--- src/rtl/lavar_pkg.sv ---
// Shared definitions for the washing-machine controller: default widths,
// the retention FSM encoding and the default-width snapshot record.
package lavar_pkg;

    localparam int LAV_STATE_W = 4;
    localparam int LAV_TIMER_W = 8;

    typedef enum logic [1:0] {
        INICIO   = 2'd0,
        NORMAL   = 2'd1,
        FALHA    = 2'd2,
        RESTAURA = 2'd3
    } fsm_t;

    typedef struct packed {
        logic [LAV_STATE_W-1:0] estado;
        logic [LAV_TIMER_W-1:0] tempo;
        logic                   paridade;
    } snap_t;

endpackage

--- src/rtl/sincroniza_debounce.sv ---
// Two-flop synchroniser followed by a level debouncer: the filtered output
// only follows the synchronised input after DEB_CYC consecutive disagreeing cycles.
module sincroniza_debounce #(
    parameter int DEB_CYC = 4
) (
    input  logic clk,
    input  logic reset,
    input  logic entrada,
    output logic sinc,
    output logic filtrado
);

    localparam int CW = (DEB_CYC < 2) ? 1 : $clog2(DEB_CYC + 1);

    logic          s1_q;
    logic          s2_q;
    logic          filt_q;
    logic [CW-1:0] cnt_q;

    always_ff @(posedge clk or negedge reset) begin
        if (!reset) begin
            s1_q   <= 1'b0;
            s2_q   <= 1'b0;
            filt_q <= 1'b0;
            cnt_q  <= '0;
        end else begin
            s1_q <= entrada;
            s2_q <= s1_q;
            // Any cycle of agreement restarts the count, so short dips never toggle.
            if (s2_q != filt_q) begin
                if (cnt_q == CW'(DEB_CYC - 1)) begin
                    filt_q <= s2_q;
                    cnt_q  <= '0;
                end else begin
                    cnt_q <= cnt_q + CW'(1);
                end
            end else begin
                cnt_q <= '0;
            end
        end
    end

    assign sinc     = s2_q;
    assign filtrado = filt_q;

endmodule

--- src/rtl/protecao_retencao.sv ---
// Power-fail retention controller: shadows the last good cycle state, commits it
// to a parity-protected history ring on a confirmed supply loss, and offers it back.
module protecao_retencao
    import lavar_pkg::*;
#(
    parameter int STATE_W = LAV_STATE_W,
    parameter int TIMER_W = LAV_TIMER_W,
    parameter int DEPTH   = 4,
    parameter int DEB_CYC = 4,
    parameter int CNT_W   = 8
) (
    input  logic                     clk,
    input  logic                     reset,
    input  logic                     energia,
    input  logic [STATE_W-1:0]       estado,
    input  logic [TIMER_W-1:0]       tempo,
    input  logic                     restaurar_ack,
    input  logic                     limpar,
    input  logic [$clog2(DEPTH)-1:0] consulta_idx,
    output logic                     energia_ok,
    output logic                     restaurar_valid,
    output logic [STATE_W-1:0]       estado_salvo,
    output logic [TIMER_W-1:0]       tempo_salvo,
    output logic                     erro_paridade,
    output logic                     snapshot_valido,
    output logic [CNT_W-1:0]         falhas_cnt,
    output logic [STATE_W-1:0]       hist_estado,
    output logic [TIMER_W-1:0]       hist_tempo,
    output logic                     hist_valido,
    output fsm_t                     estado_fsm
);

    localparam int PTR_W = $clog2(DEPTH);
    localparam logic [PTR_W:0] ENT_MAX = (PTR_W + 1)'(DEPTH);

    typedef struct packed {
        logic [STATE_W-1:0] estado;
        logic [TIMER_W-1:0] tempo;
        logic               paridade;
    } slot_t;

    logic               e_s;
    logic               ok;

    fsm_t               state_q;
    logic [STATE_W-1:0] shadow_estado_q;
    logic [TIMER_W-1:0] shadow_tempo_q;
    slot_t              mem_q [DEPTH];
    logic [PTR_W-1:0]   wr_ptr_q;
    logic [PTR_W:0]     entries_q;
    logic [CNT_W-1:0]   falhas_q;
    logic               snap_valid_q;
    logic               rest_valid_q;
    logic [STATE_W-1:0] estado_salvo_q;
    logic [TIMER_W-1:0] tempo_salvo_q;
    logic               erro_par_q;

    logic [PTR_W-1:0]   newest_ptr;
    logic [PTR_W-1:0]   hist_ptr;
    slot_t              newest;
    logic               newest_bad;

    sincroniza_debounce #(
        .DEB_CYC (DEB_CYC)
    ) u_energia (
        .clk      (clk),
        .reset    (reset),
        .entrada  (energia),
        .sinc     (e_s),
        .filtrado (ok)
    );

    assign newest_ptr = wr_ptr_q - PTR_W'(1);
    assign hist_ptr   = wr_ptr_q - PTR_W'(1) - consulta_idx;
    assign newest     = mem_q[newest_ptr];
    assign newest_bad = newest.paridade != (^{newest.estado, newest.tempo});

    // The shadow tracks live state only while the synchronised supply is good,
    // so values sampled during a brown-out are never the ones committed.
    always_ff @(posedge clk or negedge reset) begin
        if (!reset) begin
            shadow_estado_q <= '0;
            shadow_tempo_q  <= '0;
        end else if (e_s && state_q == NORMAL) begin
            shadow_estado_q <= estado;
            shadow_tempo_q  <= tempo;
        end
    end

    always_ff @(posedge clk or negedge reset) begin
        if (!reset) begin
            state_q        <= INICIO;
            wr_ptr_q       <= '0;
            entries_q      <= '0;
            falhas_q       <= '0;
            snap_valid_q   <= 1'b0;
            rest_valid_q   <= 1'b0;
            estado_salvo_q <= '0;
            tempo_salvo_q  <= '0;
            erro_par_q     <= 1'b0;
            for (int i = 0; i < DEPTH; i++) begin
                mem_q[i] <= '0;
            end
        end else begin
            case (state_q)
                INICIO: begin
                    if (ok) begin
                        state_q <= NORMAL;
                    end
                end
                NORMAL: begin
                    if (!ok) begin
                        mem_q[wr_ptr_q] <= '{estado:   shadow_estado_q,
                                             tempo:    shadow_tempo_q,
                                             paridade: ^{shadow_estado_q, shadow_tempo_q}};
                        wr_ptr_q        <= wr_ptr_q + PTR_W'(1);
                        if (entries_q != ENT_MAX) begin
                            entries_q <= entries_q + (PTR_W + 1)'(1);
                        end
                        if (falhas_q != '1) begin
                            falhas_q <= falhas_q + CNT_W'(1);
                        end
                        snap_valid_q <= 1'b1;
                        state_q      <= FALHA;
                    end else if (limpar) begin
                        wr_ptr_q     <= '0;
                        entries_q    <= '0;
                        falhas_q     <= '0;
                        snap_valid_q <= 1'b0;
                    end
                end
                FALHA: begin
                    if (ok) begin
                        rest_valid_q   <= 1'b1;
                        estado_salvo_q <= newest.estado;
                        tempo_salvo_q  <= newest.tempo;
                        erro_par_q     <= newest_bad;
                        state_q        <= RESTAURA;
                    end
                end
                RESTAURA: begin
                    // A supply loss outranks a simultaneous acknowledge; the shadow is
                    // stale here, so nothing new is written and the slot is re-offered.
                    if (!ok) begin
                        rest_valid_q <= 1'b0;
                        if (falhas_q != '1) begin
                            falhas_q <= falhas_q + CNT_W'(1);
                        end
                        state_q <= FALHA;
                    end else if (restaurar_ack) begin
                        rest_valid_q <= 1'b0;
                        state_q      <= NORMAL;
                    end else begin
                        estado_salvo_q <= newest.estado;
                        tempo_salvo_q  <= newest.tempo;
                        erro_par_q     <= newest_bad;
                    end
                end
                default: state_q <= INICIO;
            endcase
        end
    end

    assign energia_ok      = ok;
    assign restaurar_valid = rest_valid_q;
    assign estado_salvo    = estado_salvo_q;
    assign tempo_salvo     = tempo_salvo_q;
    assign erro_paridade   = erro_par_q;
    assign snapshot_valido = snap_valid_q;
    assign falhas_cnt      = falhas_q;
    assign hist_estado     = mem_q[hist_ptr].estado;
    assign hist_tempo      = mem_q[hist_ptr].tempo;
    assign hist_valido     = ({1'b0, consulta_idx} < entries_q);
    assign estado_fsm      = state_q;

endmodule

--- config.mk ---
export PLATFORM = sky130hd
export DESIGN_NAME = protecao_retencao
export DESIGN_NICKNAME = d
export VERILOG_FILES = /design/src/rtl/lavar_pkg.sv /design/src/rtl/sincroniza_debounce.sv /design/src/rtl/protecao_retencao.sv
export SDC_FILE = /design/constraint.sdc
export NUM_CORES = 1
export LEC_CHECK = 0
export CAP_MARGIN = 20
export CELL_PAD_IN_SITES_DETAIL_PLACEMENT = 2
export CELL_PAD_IN_SITES_GLOBAL_PLACEMENT = 2
export CORE_MARGIN = 2
export CORE_UTILIZATION = 44
export CTS_BUF_LIST = sky130_fd_sc_hd__clkbuf_8
export DETAILED_ROUTE_END_ITERATION = 10
export GPL_TIMING_DRIVEN = 0
export PLACE_DENSITY_LB_ADDON = 0.1
export REMOVE_ABC_BUFFERS = 1
export SYNTH_ARGS = -nofsm -noshare
export SYNTH_HDL_FRONTEND = slang
export SYNTH_SLANG_ARGS = --single-unit
--- constraint.sdc ---
create_clock -name clk -period 4.35 [get_ports clk]
set_input_delay 0.435 -clock clk [delete_from_list [all_inputs] [get_ports clk]]
set_output_delay 0.435 -clock clk [all_outputs]
set_load 0.005 [all_outputs]
* After elaboration in Yosys (flattened, before gate mapping)
Index checks and enable logic that the tools add are counted.
** Cells by class
- Muxes and demuxes :: 45
- Bitwise operators :: 4
- $add $sub $neg :: 6
- $lt $le $gt $ge :: 5
- Equal/unequal tests :: 17
- Reductions and logical operators :: 16
** Operators with widths (number)
- 2-to-1 mux 13 bit :: 5
- 2-to-1 mux 8 bit :: 7
- binary-select mux 13 bit (select 2 bit) :: 2
- bitwise mux 52 bit :: 1
- case mux 8 bit (2 select lines) :: 2
- demux 13 bit (select 2 bit) :: 1
- parity 12 bit :: 2
- 2-to-1 mux 3 bit :: 5
- 2-to-1 mux 2 bit :: 7
- 2-to-1 mux 4 bit :: 3
- >= comparator 3 bit, second input constant :: 3
- != test 3 bit, second input constant :: 3
- inverter 2 -> 3 bit :: 3
- AND reduction 3 bit :: 3
- adder 8 x 1 -> 8 bit, second input constant :: 1
- 2-to-1 mux 1 bit :: 8
- != test 2 bit, second input constant :: 4
- != test 8 bit, second input constant :: 1
- case mux 2 bit (4 select lines) :: 1
- case mux 4 bit (2 select lines) :: 1
- AND reduction 4 bit :: 2
- adder 3 x 1 -> 3 bit, second input constant :: 2
- != test 2 x 1 -> 1 bit, second input constant :: 3
- AND reduction 2 bit :: 3
- other kinds (14) :: 20
** Storage, ports and cells
- Bits in registers :: 100
- Output and inout port bits :: 39
- Logic and storage cells :: 120
- Bits of input ports :: 19

* Longest topological paths before layout
Gate-level depths: netlist (run 1).
- Depth after elaboration :: 10
- Depth in mapped cells :: 10
- Mapped depth without buffers :: 7

* Hierarchy
From an unflattened synthesis (run 1), not the netlist that was laid out.
** Second synthesis, totals
- Cell total of the unflattened synthesis :: 339
- Area, all modules :: 4865.9 µm²
** Modules (own cells, without submodules)
- protecao_retencao :: instances 1, area each 4649.5 µm², cells each 326, seq. area each 2352.3 µm²
- sincroniza_debounce :: instances 1, area each 216.5 µm², cells each 13, seq. area each 150.1 µm²

* Worst setup path before layout (run 1)
No wires, ideal clock.
- Path type :: register to output
- Start :: register wr_ptr_q[0]
- End :: output port hist_estado[0]
- Setup slack :: 1.570 ns
- Arrival time :: 2.345 ns
- Stages on the path, launching flop included :: 9
- Data required time :: 3.915 ns
- Cells stage by stage :: dfrtp_1 -> buf_6 -> buf_4 -> inv_1 -> ha_1 -> buf_2 -> xnor2_1 -> clkbuf_1 -> mux4_2
** Between the ends
- Word-level cells in the longest chain between the ends :: 6
** RTL lines
- start, declared :: line protecao_retencao.sv:49 : logic [PTR_W-1:0] wr_ptr_q;
- start signal, assigned :: line protecao_retencao.sv:116 : wr_ptr_q <= wr_ptr_q + PTR_W'(1);
- subtractor 2 x 1 -> 2 bit :: line protecao_retencao.sv:74 : assign hist_ptr = wr_ptr_q - PTR_W'(1) - consulta_idx;
- subtractor 2 bit :: line protecao_retencao.sv:74
- inverter 2 -> 3 bit (implied by the code) :: line protecao_retencao.sv:171 : assign hist_estado = mem_q[hist_ptr].estado;
- binary-select mux 13 bit (select 2 bit) :: line protecao_retencao.sv:171
- 2-to-1 mux 13 bit (2 in series)
- end, declared :: line protecao_retencao.sv:27 : output logic [STATE_W-1:0] hist_estado,
Every way passes these cells. The select of a mux whose other input is x is not followed.

* Final worst setup path (run 1)
Ends and elaborated chain as after synthesis.

==> out/results.txt, run 1 <==
Synth area leader -> dfrtp_1
Area taken by flip-flops and latches -> 0.002504 mm²
Startpoint types -> flip-flop
HP Class -> primary input to asynchronous set/reset pin
First-pass GRT wire length -> 19520 µm
Mean routed wirelength per cell -> 22.09 µm
CTS tree -> done
F_max -> 246.4 MHz
Row count -> 38
Drt first pass iters -> 4
Max_cap viols -> 0
R2r startpoint -> wr_ptr_q[0]
Fin. Hold Viols -> 0
CTS Buffer Depth -> 2
Commonest cells in the synthesized netlist -> dfrtp_1 (100), mux2_2 (72), mux4_2 (23)
Critical Path RT -> 3910 ps
Count of input and output buffers -> 57
Antenna violations before repair -> 0
Most frequent cell after synthesis -> dfrtp_1
DRC viols -> 0
Fin. max-slew vios -> 0
Crit Path Class -> flip-flop to primary output
Vias/cell -> 5.652
Worst reg2reg path depth -> 7
Share of layout cells above drive strength 1 -> 0.2868
Overall via count from detail_route -> 3058
ANT cells -> 0
CP max FO -> 18
Die Wd -> 108.9 µm
Drt total wl -> 11950 µm
Clock Latency Late Sink -> 380 ps
All-Layer GR Usage -> 0.2261
Worst hold slack -> 40.05 ps
Asr flop ratio synth -> 1.000
CP peak stage delay -> 760 ps
Unique masters post-synth -> 36
Cells along the critical path -> inv_1, ha_1, xnor2_4, mux4_2, clkdlybuf4s50_1
CP endpoint kind -> primary output
Multi-input logic area -> 0.002245 mm²
Worst slew pin tran -> 994.4 ps
Cell Area, Synth -> 0.004843 mm²
Congestion Overflow GR -> 0
P&R area growth vs syn -> 19.45%
Largest net degree at the start of global routing -> 59
CTS clk-pin slew, worst paths -> 100 ps
NumNets Final -> 425
Maximum VDD drop -> 0.0003985 V
Crit path time final -> 4058 ps
Slew headroom -> 0.3352
Final clock period utilization by the worst path -> 0.9329
Worst EP arrival -> 3620 ps
DR iter-0 viols -> 85
Status -> finished clean
Worst clock skew -> 6.493 ps
Fin area -> 0.005786 mm²
Vias in the first global route -> 3420
Fillers -> 998
Unrepaired setup endpoints after global routing -> false
FF-to-FF End -> erro_paridade
Post-CTS Setup Inserts -> 0
Pwr Density -> 880.3 mW/mm²
CTS Buf Count -> 9
Antenna-violating nets left -> 0
Slowest-stage cell, CP -> dfrtp_2
Cells after Synth -> 345
Tot Pwr -> 5.093 mW
H-Tree Depth -> 3
Gpl congestion -> 0.7336
Die extent in y -> 108.9 µm
Mean Syn Cell Area -> 14.04 µm²
Yosys warns -> 0
Placed instance area -> 0.005537 mm²
Clk sink count -> 100
CP delay by family, top -> flip-flops
Post-DP HPWL -> 8101 µm
Starting Density -> 0.4488
CTS root buf -> clkbuf_8
CORE AREA -> 0.01079 mm²
Buf/Inv on CP -> 2
Die Footprint -> 0.01186 mm²
I/O pins -> 58
Top_reg_cell synth -> dfrtp_1
Yosys top cell area share -> 0.5167
Register bit total from synthesis -> 100
Worst R2R Setup Slack -> 720 ps
Final setup vio count -> 0
EDFF count, synth -> 0
Leakage -> 2.526 nW
Post-synthesis sequential area ratio -> 0.5167
Synth area leaders -> dfrtp_1 (52%), mux2_2 (17%), mux4_2 (11%), xnor2_1 (3.6%), ha_1 (2.6%)
Post-route setup TNS -> 0 ps
-- timing repair --
action,4_1_cts,5_1_grt
endpoints found under the setup margin,12,0
resized for setup,2,0
hold buffers,0,0
-- stage by stage --
step | setup slack [ps] | instances | utilization
4_1_cts | 211.2 | 541 | 0.5361
3_5_place_dp | -25.99 | 525 | 0.5130
3_3_place_gp | -1017 | 524 | 0.5100
5_1_grt | 45.19 | 541 | 0.5361
2_1_floorplan | 1258 | 327 | -
6_report | 292.0 | 541 | 0.5361
-- cell families (layout without fill, tap and decap cells) --
| kind of cell | Yosys count | after routing | synth area share |
|---|---|---|---|
| flip-flops | 100 | 100 | 0.5167 |
| multiplexers | 98 | 98 | 0.2873 |
| AND/OR/NAND/NOR | 59 | 59 | 0.05941 |
| XOR/XNOR | 27 | 27 | 0.05606 |
| buffers and inverters | 26 | 82 | 0.02377 |
| AO/OA/AOI/OAI | 25 | 25 | 0.03100 |
| adder cells (fa/ha/maj) | 10 | 10 | 0.02583 |
-- report_power, final --
group / total [mW] / switching [mW] / leakage (nW) / internal [mW]
Clock: 0.701 / 0.331 / 0.120 / 0.369
Sequential: 1.72 / 0.421 / 1.27 / 1.30
Combinational: 2.67 / 1.09 / 1.14 / 1.58
Total: 5.09 / 1.85 / 2.53 / 3.25
-- placed cells by master, fill, tap and decap left out, types with 8 or more instances in the layout --
cell type	instances
clkbuf_8	12
clkdlybuf4s50_1	56
dfrtp_1	99
ha_1	10
inv_1	9
mux2_2	72
mux4_2	23
nand2_1	18
nand3_1	8
nor2_1	13
o21ai_0	9
xnor2_1	19
-- cell type report --
class | count | area share
repair buffers | 58 | 0.1029
inverters | 8 | 0.005190
clock inverters | 4 | 0.01233
flip-flops and latches | 100 | 0.4327
clock buffers | 12 | 0.02855
multi-input cells | 219 | 0.3880
well taps | 140 | 0.03028
-- flip-flops by register name, summed over array words and instances (netlist names), 3 cells and up --
register / cells
u_energia.cnt_q: 3
shadow_tempo_q: 8
shadow_estado_q: 4
entries_q: 3
mem_q: 52
estado_salvo: 4
falhas_cnt: 8
tempo_salvo: 8
-- how the worst max path moves through the flow --
stage | start | endpoint | slack, ps | cells past startpoint
2_1_floorplan | wr_ptr_q[0] | hist_estado[0] | 1260 | 4
3_3_place_gp | reset | tempo_salvo[4] | -1020 | 1
3_5_place_dp | wr_ptr_q[0] | hist_tempo[7] | -30 | 5
4_1_cts | wr_ptr_q[0] | hist_estado[0] | 210 | 5
5_1_grt | wr_ptr_q[0] | hist_tempo[6] | 50 | 5
6_report | wr_ptr_q[0] | hist_estado[0] | 290 | 5
-- routing by layer --
metal | track usage | part of all wire
met1 | 0.2907 | 0.43
met2 | 0.3869 | 0.53
met3 | 0.04483 | 0.028
met4 | 0.06868 | 0.014
met5 | 0 | 0
Note: power is estimated with default switching activity, not from simulation.
==> inputs of run 2 (changes only) <==
- CTS_CLUSTER_DIAMETER: not set -> 40
==> results of run 2 <==
Same layout as run 1: the final DEF is identical, and so are final timing and power.
==> inputs of run 3 (changes only) <==
- SKIP_CTS_REPAIR_TIMING: not set -> 1
==> run 3 against run 2 <==
Global-route usage down 0.051 points; die area is the same; flip-flop and latch count did not move; worst hold slack got worse by 2.4 ps; maximum frequency increased by 1.1%; largest power group unchanged; combinational power rose by 2%; utilization up 0.24 points; register-to-register slack better by 50 ps; critical path depth grew 1.
==> out/results.txt, run 3 (synthesis gave the netlist of run 1 again) <==
Starting Density -> 0.4488
Post-DP HPWL -> 8101 µm
Crit Path Class -> flip-flop to primary output
I/O pins -> 58
Die Wd -> 108.9 µm
Largest net degree at the start of global routing -> 59
CTS tree -> done
CORE AREA -> 0.01079 mm²
Overall via count from detail_route -> 3070
Fin. Hold Viols -> 0
CTS clk-pin slew, worst paths -> 100 ps
H-Tree Depth -> 3
Max_cap viols -> 0
HP Class -> primary input to asynchronous set/reset pin
ANT cells -> 0
Worst slew pin tran -> 989.5 ps
Worst clock skew -> 6.840 ps
Row count -> 38
Fillers -> 996
Final clock period utilization by the worst path -> 0.9223
Critical Path RT -> 3910 ps
DR iter-0 viols -> 89
Vias in the first global route -> 3415
Fin. max-slew vios -> 0
All-Layer GR Usage -> 0.2255
Worst EP arrival -> 3580 ps
Most frequent cells in the layout -> dfrtp_1 (100), mux2_2 (72), clkdlybuf4s50_1 (56)
Clk sink count -> 100
Final setup vio count -> 0
Drt total wl -> 11950 µm
Congestion Overflow GR -> 0
Gpl congestion -> 0.7336
Antenna-violating nets left -> 0
Largest Register -> mem_q
Slew headroom -> 0.3385
Mean routed wirelength per cell -> 22.04 µm
Startpoint types -> flip-flop
Pwr Density -> 881.2 mW/mm²
DRC viols -> 0
First-pass GRT wire length -> 19490 µm
CP endpoint kind -> primary output
Die Footprint -> 0.01186 mm²
Count of input and output buffers -> 57
CTS Buffer Depth -> 2
Share of layout cells above drive strength 1 -> 0.2861
CP max FO -> 15
P&R area growth vs syn -> 19.99%
NumNets Final -> 426
Crit path time final -> 4012 ps
CTS root buf -> clkbuf_8
CTS Buf Count -> 9
Unrepaired setup endpoints after global routing -> false
F_max -> 249.2 MHz
Drt first pass iters -> 4
Antenna violations before repair -> 0
Clock Latency Late Sink -> 380 ps
Tot Pwr -> 5.122 mW
Core Util, Final -> 0.5385
Max FFs per register -> 52
Vias/cell -> 5.664
Die extent in y -> 108.9 µm
Leakage -> 2.540 nW
Maximum VDD drop -> 0.0003986 V
Commonest non-fill, non-tap cell in the layout -> dfrtp_1
Status -> finished clean
run 3: cell types whose count changed in the layout (fill, tap and decap cells not counted):
| cell | delta |
|---|---|
| buf_16 | +1 |
| dfrtp_1 | +1 |
| dfrtp_2 | -1 |
run 3: final cells by class:
| type | instances | area [µm²] | area share |
|---|---|---|---|
| Clock buffer | 12 | 165.2 | 0.02842 |
| Clock inverter | 4 | 71.32 | 0.01227 |
| Inverter | 8 | 30.03 | 0.005167 |
| Multi-Input combinational cell | 219 | 2245 | 0.3862 |
| Sequential cell | 100 | 2502 | 0.4306 |
| Tap cell | 140 | 175.2 | 0.03014 |
| Timing Repair Buffer | 59 | 623.1 | 0.1072 |
run 3: report_power, final:
part | switching [mW] | total (mW) | internal, mW
Clock | 0.333 | 0.702 | 0.369
Combinational | 1.13 | 2.73 | 1.60
Sequential | 0.392 | 1.69 | 1.30
Total | 1.85 | 5.12 | 3.27
run 3: final timing paths:
check,from,to,slack [ps],cells past startpoint
worst max-delay path,wr_ptr_q[0],hist_estado[0],340,6
worst min-delay path,reset,mem_q[2],40,1
worst max register to register,wr_ptr_q[0],erro_paridade,770,8
worst min register to register,u_energia.s1_q,u_energia.sinc,360,0
max in group asynchronous,reset,mem_q[49],3630,2
min in group clk,u_energia.s1_q,u_energia.sinc,360,0
run 3: metrics by stage:
stage	hold WS (ps)	instances	area (µm²)	setup TNS, ps	setup WS, ps
after detailed placement	341.8	525	5537	-82.38	-25.99
after global routing	59.42	542	5812	0	123.8
after floorplan	139.4	327	4758	0	1258
after CTS	47.84	541	5773	-4941	-441.8
final	37.64	542	5812	0	337.8
after global placement	333.5	524	5504	-106910	-1017
run 3: layer usage:
| layer | global-route usage | up-vias | part of all wire |
|---|---|---|---|
| li1 | - | 1350 | - |
| met1 | 0.2907 | 1650 | 0.43 |
| met2 | 0.3851 | 60 | 0.52 |
| met3 | 0.04483 | 10 | 0.031 |
| met4 | 0.06868 | 0 | 0.014 |
| met5 | 0 | - | 0 |
run 3: worst max-delay path, cell delays in order, from the launching register on:
cell	delay, ps
dfrtp_1	620
buf_16	210
inv_1	90
ha_1	660
xnor2_4	680
mux4_2	440
clkdlybuf4s50_1	480
